--- config.mk ---
export PLATFORM = sky130hd
export DESIGN_NAME = program_loader
export DESIGN_NICKNAME = d
export VERILOG_FILES = /design/src/rtl/program_loader_pkg.sv /design/src/rtl/loader_counter.sv /design/src/rtl/program_loader.sv
export SDC_FILE = /design/constraint.sdc
export NUM_CORES = 1
export LEC_CHECK = 0
export ABC_AREA = 1
export BUFFER_PORTS_ARGS = -buffer_cell sky130_fd_sc_hd__buf_2
export CAP_MARGIN = 0
export CORE_UTILIZATION = 51
export DETAILED_ROUTE_END_ITERATION = 16
export HOLD_SLACK_MARGIN = 0.03
export PLACE_DENSITY = 0.88
export SKIP_LAST_GASP = 1
export SYNTH_ARGS = -nofsm -noshare
export SYNTH_HDL_FRONTEND = slang
export SYNTH_SLANG_ARGS = --single-unit
export TNS_END_PERCENT = 50
--- constraint.sdc ---
create_clock -name clock -period 2.96 [get_ports clock]
set_input_delay 0.592 -clock clock [delete_from_list [all_inputs] [get_ports clock]]
set_output_delay 0.592 -clock clock [all_outputs]
set_load 0.05 [all_outputs]
--- src/rtl/program_loader_pkg.sv ---
// rtl/program_loader_pkg.sv - shared loader/processor constants and FSM encoding
package program_loader_pkg;

  localparam int DEFAULT_ADDR_W = 4;
  localparam int DEFAULT_DATA_W = 32;

  typedef enum logic [1:0] {
    ST_IDLE  = 2'd0,
    ST_LOAD  = 2'd1,
    ST_DRAIN = 2'd2,
    ST_RUN   = 2'd3
  } loader_state_t;

endpackage

--- src/rtl/loader_counter.sv ---
// rtl/loader_counter.sv - saturating word counter that also supplies the write address
module loader_counter #(
  parameter int W = 4
) (
  input  logic         clk,
  input  logic         rst_n,
  input  logic         clear,
  input  logic         inc,
  output logic [W:0]   count,
  output logic [W-1:0] addr,
  output logic         terminal
);

  always_ff @(posedge clk or negedge rst_n) begin
    if (!rst_n) begin
      count <= '0;
    end else if (clear) begin
      count <= '0;
    end else if (inc && !count[W]) begin
      count <= count + 1'b1;
    end
  end

  // Once the memory is full the address pins at the top word instead of wrapping.
  assign addr     = count[W] ? {W{1'b1}} : count[W-1:0];
  assign terminal = (count[W-1:0] == {W{1'b1}}) && !count[W];

endmodule

--- src/rtl/program_loader.sv ---
// rtl/program_loader.sv - streams a program into instruction memory, then releases the processor
module program_loader
  import program_loader_pkg::*;
#(
  parameter int ADDR_W = DEFAULT_ADDR_W,
  parameter int DATA_W = DEFAULT_DATA_W
) (
  input  logic              clock,
  input  logic              system_reset_n,
  input  logic              start,
  input  logic              s_valid,
  input  logic [DATA_W-1:0] s_data,
  input  logic              s_last,
  output logic              s_ready,
  output logic              mem_we,
  output logic [ADDR_W-1:0] mem_addr,
  output logic [DATA_W-1:0] mem_wdata,
  output logic              cpu_reset,
  output logic              done,
  output logic              error,
  output logic [ADDR_W:0]   word_count
);

  // Assert asynchronously, release two clocks later so no flop sees a ragged deassertion.
  logic [1:0] rst_sync;
  logic       rst_n;

  always_ff @(posedge clock or negedge system_reset_n) begin
    if (!system_reset_n) begin
      rst_sync <= 2'b00;
    end else begin
      rst_sync <= {rst_sync[0], 1'b1};
    end
  end

  assign rst_n = rst_sync[1];

  loader_state_t     state, next_state;
  logic              handshake;
  logic              cnt_clear;
  logic              cnt_inc;
  logic              set_error;
  logic [ADDR_W-1:0] cnt_addr;
  logic              cnt_terminal;

  loader_counter #(.W(ADDR_W)) u_counter (
    .clk      (clock),
    .rst_n    (rst_n),
    .clear    (cnt_clear),
    .inc      (cnt_inc),
    .count    (word_count),
    .addr     (cnt_addr),
    .terminal (cnt_terminal)
  );

  always_ff @(posedge clock or negedge rst_n) begin
    if (!rst_n) begin
      state <= ST_IDLE;
    end else begin
      state <= next_state;
    end
  end

  always_comb begin
    next_state = state;
    s_ready    = 1'b0;
    handshake  = 1'b0;
    cnt_clear  = 1'b0;
    cnt_inc    = 1'b0;
    set_error  = 1'b0;
    case (state)
      ST_IDLE: begin
        if (start) begin
          next_state = ST_LOAD;
          cnt_clear  = 1'b1;
        end
      end
      ST_LOAD: begin
        s_ready = 1'b1;
        if (s_valid) begin
          handshake = 1'b1;
          cnt_inc   = 1'b1;
          if (s_last) begin
            next_state = ST_RUN;
          end else if (cnt_terminal) begin
            next_state = ST_DRAIN;
            set_error  = 1'b1;
          end
        end
      end
      ST_DRAIN: begin
        s_ready = 1'b1;
        if (s_valid && s_last) begin
          next_state = ST_IDLE;
        end
      end
      ST_RUN: begin
        if (start) begin
          next_state = ST_LOAD;
          cnt_clear  = 1'b1;
        end
      end
      default: next_state = ST_IDLE;
    endcase
  end

  always_ff @(posedge clock or negedge rst_n) begin
    if (!rst_n) begin
      mem_we    <= 1'b0;
      mem_addr  <= '0;
      mem_wdata <= '0;
    end else begin
      mem_we <= handshake;
      if (handshake) begin
        mem_addr  <= cnt_addr;
        mem_wdata <= s_data;
      end
    end
  end

  // Release the CPU only once RUN has been held a full cycle, i.e. after the last write lands.
  always_ff @(posedge clock or negedge rst_n) begin
    if (!rst_n) begin
      cpu_reset <= 1'b1;
      done      <= 1'b0;
      error     <= 1'b0;
    end else begin
      cpu_reset <= !((state == ST_RUN) && (next_state == ST_RUN));
      done      <= (state == ST_RUN) && (next_state == ST_RUN);
      if (cnt_clear) begin
        error <= 1'b0;
      end else if (set_error) begin
        error <= 1'b1;
      end
    end
  end

endmodule

After elaboration in Yosys (flattened, before gate mapping)

Cells that the tools add are included.

Word-level logic and storage cells: 46
Output and inout bits: 46
Input port bits: 37
Register bits after elaboration: 49

Reduce and logical (&&, ||, !) cells: 11
Add/subtract/negate cells: 1
Equality and inequality tests: 5
Multiplexer cells: 20

Operator list:

| operator            | count |
|---|---|
| $mux 1              | 11 |
| $mux 2              | 5 |
| $mux 5              | 2 |
| $eq 2x2->1 const B  | 3 |
| $pmux 2 s3          | 1 |
| $add 5x1->5 const B | 1 |
| $eq 4x4->1 const B  | 1 |
| $logic_and 1x1->1   | 4 |
| $mux 4              | 1 |
| $reduce_bool 2->1   | 2 |
| $reduce_or 2->1     | 2 |
| $eq 2x1->1 const B  | 1 |
| $logic_not 1->1     | 2 |
| $logic_not 2->1     | 1 |

Logic depth before layout (Yosys ltp)

Depth after elaboration: 9
Gate-level depth with buffers: 12
Gate-level depth less buffers: 12

Modules after synthesis

From an unflattened synthesis, not the netlist that was laid out.

Cell total of the unflattened synthesis: 238
Area, all modules: 2047.0 um^2

Modules (own cells, without submodules):

| module         | cells each | sequential area each (um^2) | area each (um^2) | instances |
|---|---|---|---|---|
| program_loader | 201        | 1102.3                      | 1750.4           | 1 |
| loader_counter | 37         | 125.1                       | 296.5            | 1 |

Worst setup path before layout

No wires, ideal clock.

Kind: reg2reg
Start point: register u_counter.count[1]
End point: register cpu_reset
Cell stages (with the launch flop): 12
Path slack: 1276 ps
Required time: 2883 ps
Clock period less this slack: 1684 ps
Arrival: 1607 ps
Buffers on the path: 0
Setup time: 77 ps
Path through: dfrtp_1 -> ha_1 -> nand2_1 -> nor2_1 -> ha_1 -> nand2_1 -> nand2_1 -> nand2_1 -> nand2_1 -> nand2_1 -> nor2_1 -> nand2_1

Longest elaborated chain between the ends: 9

RTL lines:

| item                   | RTL line              | source |
|---|---|---|
| from (decl)            | loader_counter.sv:9   | `output logic [W:0] count,` |
| from (signal assigned) | loader_counter.sv:20  | `count <= count + 1'b1;` |
| $eq 4x4->1             | loader_counter.sv:26  | `assign terminal = (count[W-1:0] == {W{1'b1}}) && !count[W];` |
| $logic_and 1x1->1      | loader_counter.sv:26  |  |
| $mux 2                 | program_loader.sv:85  | `end else if (cnt_terminal) begin` |
| $mux 2                 | program_loader.sv:83  | `if (s_last) begin` |
| $mux 2                 | program_loader.sv:80  | `if (s_valid) begin` |
| $pmux 2 s3             | program_loader.sv:71  | `case (state)` |
| $eq 2x2->1             | program_loader.sv:128 | `cpu_reset <= !((state == ST_RUN) && (next_state == ST_RUN));` |
| $logic_and 1x1->1      | program_loader.sv:128 |  |
| $logic_not 1->1        | program_loader.sv:128 |  |
| to (signal assigned)   | program_loader.sv:128 |  |
| to (decl)              | program_loader.sv:18  | `output logic cpu_reset,` |

Every way passes these cells.
A chain may end at the register's enable or synchronous reset.

Worst setup path after layout

Start point: register state[0]
End point: output port s_ready

Longest elaborated chain between the ends: 3
Elaborated cells on any way between the ends: 4
Classes of those cells: eq/ne (2); mux (1); reduce/logical (1)

RTL lines:

| item                                            | RTL line             | source |
|---|---|---|
| from (decl)                                     | program_loader.sv:38 | `loader_state_t state, next_state;` |
| from (signal assigned)                          | program_loader.sv:60 | `state <= next_state;` |
| $eq 2x2->1 / $eq 2x1->1 (equally long branches) | program_loader.sv:71 |  |
| $reduce_or 2->1 (no line) *                     | -                    |  |
| $mux 1 *                                        | program_loader.sv:71 |  |
| to (decl)                                       | program_loader.sv:14 | `output logic s_ready,` |

Mark *: on every way between the ends. The rest lies on a longest branch, timed or not.

==> flow_summary.ini <==
[timing]
post-route-period-util = 0.687
setup_viol = 0
final_max_slew_viol_count = 0
relSlewSlack = 0.370
clock_skew_ps = 4.76
grt_setup_unrepaired = false
fin_ws_ps = 928
final.min_clock_period_ps = 2030
tightest_slew_ps = 944
fmax_mhz = 492
hold_viol = 0
fin_setup_tns_ps = 0

[setup_path]
endpoint_kind = output port
cp_slowest_stage_delay_ps = 430
r2r_setup_slack_ps = 1080
cp.required_ps = 2370
startpoint = state[0]$_DFF_PN0_
cp_max_fo = 6
reg2regPathDepth = 9
reg2reg_from = state[1]$_DFF_PN0_
startpoint_type = register
crit_chain = inv_1 -> ha_1 -> inv_1 -> buf_2
crit_top_cell = inv_1
slowest_stage = dfrtp_1
critical_path_class = register to output port
worstPathArrival_ps = 1440

[detailed_routing]
drtAntennaViolNets = 0
highest_layer = met4
vias_per_cell = 4.63
wl_met1_mm = 1.71
wirelength_mm = 3.92
wl_per_cell_um = 10.9
vias = 1670
wl_met3_um = 187
drt_iter0_markers = 43
drtPass1Iterations = 4
drc = 0
dr_wl_met2_mm = 2.01

[cells_and_area]
area_growth_pct = 25.9
layout-drive-gt1-share = 0.332
final_nets = 354
final_common_cell = nand2_1
antenna_cells = 0
layout_common_cells = nand2_1, buf_2, dfrtp_1
fin_cells = 361
stdcell_area_mm2 = 0.00257

[floorplan]
die_y_um = 65.3
io_pins = 83
die_w_um = 65.3
die_area_mm2 = 0.00426
start_util = 0.545
core_area_mm2 = 0.00374
row_count = 22

[logic_synthesis]
ys_types = 18
yosys.area.top_type = dfrtp_1
syn_area_per_cell_um2 = 8.91
synth_area_leaders = dfrtp_1, nand2_1, ha_1
yosysWarnings = 0
yosysSeqAreaShare = 0.601
syn_nets = 271
synth_area_mm2 = 0.00204
yosys_register_bits = 49
syn_inst = 229
post-synth-top-area-fraction = 0.589

[clock_tree]
ctsHoldBuffers = 0
cts_tree = done
cts_max_path_buffers = 2
clk_pin_slew_ps = 80
cts_sinks = 49
post-cts-setup-buffers = 0
cts_buffers = 5
htreeDepth = 2
cts-resized-gates = 0
root_buffer = clkbuf_8
clock_latency_ps = 290

[global_route]
grt_pass1_vias = 1583
track_usage = 0.201
grt-ovfl-total = 0
antenna_found_initial = 0
grt_pass1_wl_mm = 6.47
grt_max_degree = 48

[power]
p_leak_uw = 0.00151
ir_drop_mv = 0.802
pwr-share-seq = 0.326
power_density_mw_per_mm2 = 1310
clkPwrFrac = 0.140
swShare = 0.525
p_comb_frac = 0.534
p_sw_uw = 1770
p_int_uw = 1600

[placement]
pre_cts_slack_ps = 1080
dp_hpwl_mm = 2.82
place_inst = 353
placed_area_mm2 = 0.00245
io_buffers = 82
place.gp.congestion = 0.749

[hold_path]
hold_class = input pin to async pin

[flow_run]
maxCapViolCount = 0

[status]
outcome = completed
[cells by family (layout without fill, tap and decap cells)]
group                    Yosys count  in the layout  synth area share
AND/OR/NAND/NOR                  143            143             0.284
other                              1              1           0.00184
adder cells (fa/ha/maj)            5              5            0.0307
buffers and inverters             23            107            0.0619
flip-flops                        49             49             0.601
AO/OA/AOI/OAI                      8              8            0.0196
[path summary, 6_finish.rpt]
path                                                   to
hold / removal                      rst_sync[0]$_DFF_PN0_
setup / recovery                                  s_ready
hold reg to reg                     rst_sync[1]$_DFF_PN0_
min in group clock                  rst_sync[1]$_DFF_PN0_
max in group asynchronous         mem_addr[3]$_DFFE_PN0P_
setup reg to reg           u_counter.count[3]$_DFFE_PN0P_
[per-layer routing]
metal,GRT usage,vias to the layer above
li1,-,852
met2,0.376,46
met3,0.0347,2
met1,0.231,770
met4,0.0598,0
met5,0,-
[through the flow]
step	power, µW	hold slack [ps]	util
3_5_place_dp	2920	356	0.655
2_1_floorplan	2540	296	-
5_1_grt	3590	64.2	0.686
3_3_place_gp	2880	334	0.655
4_1_cts	3400	67.2	0.686
6_report	3370	75.7	0.686
[power by group through the flow]
| stage | registers [µW] | logic [µW] | clock network (µW) |
|---|---|---|---|
| detailed placement | 1110 | 1810 | 0 |
| CTS | 1100 | 1820 | 483 |
| global placement | 1100 | 1780 | 0 |
| global route | 1130 | 1940 | 509 |
| floorplan | 2000 | 539 | 0 |
| finish | 1100 | 1800 | 473 |
[flip-flops by register name, indices dropped and copies added (netlist names)]
signal           count
done                 1
error                1
cpu_reset            1
rst_sync             2
mem_addr             4
u_counter.count      5
state                2
mem_wdata           32
mem_we               1
[final cells by class]
class | instances | area, µm²
clock inverters | 1 | 30.0
clock buffers | 7 | 86.3
flip-flops and latches | 49 | 1230
fillers | 299 | 1170
multi-input cells | 157 | 687
inverters | 16 | 60.1
repair buffers | 83 | 418
well taps | 48 | 60.1
[worst max-delay path, delay by kind of cell, from the launching register on]
| kind | cells | cell delay (ps) |
|---|---|---|
| buf+inv | 3 | 380 |
| fa+ha+maj | 1 | 330 |
| flops | 1 | 430 |
[Yosys cell counts, drive strengths merged]
cell	count
nor2	16
ha	5
o21ai	3
nor3	1
dfstp	1
a21oi	5
buf	5
nand2	118
dfrtp	48
inv	16
conb	1
clkbuf	2
nand3	8
No activity file was read; power rests on OpenSTA's default activity.
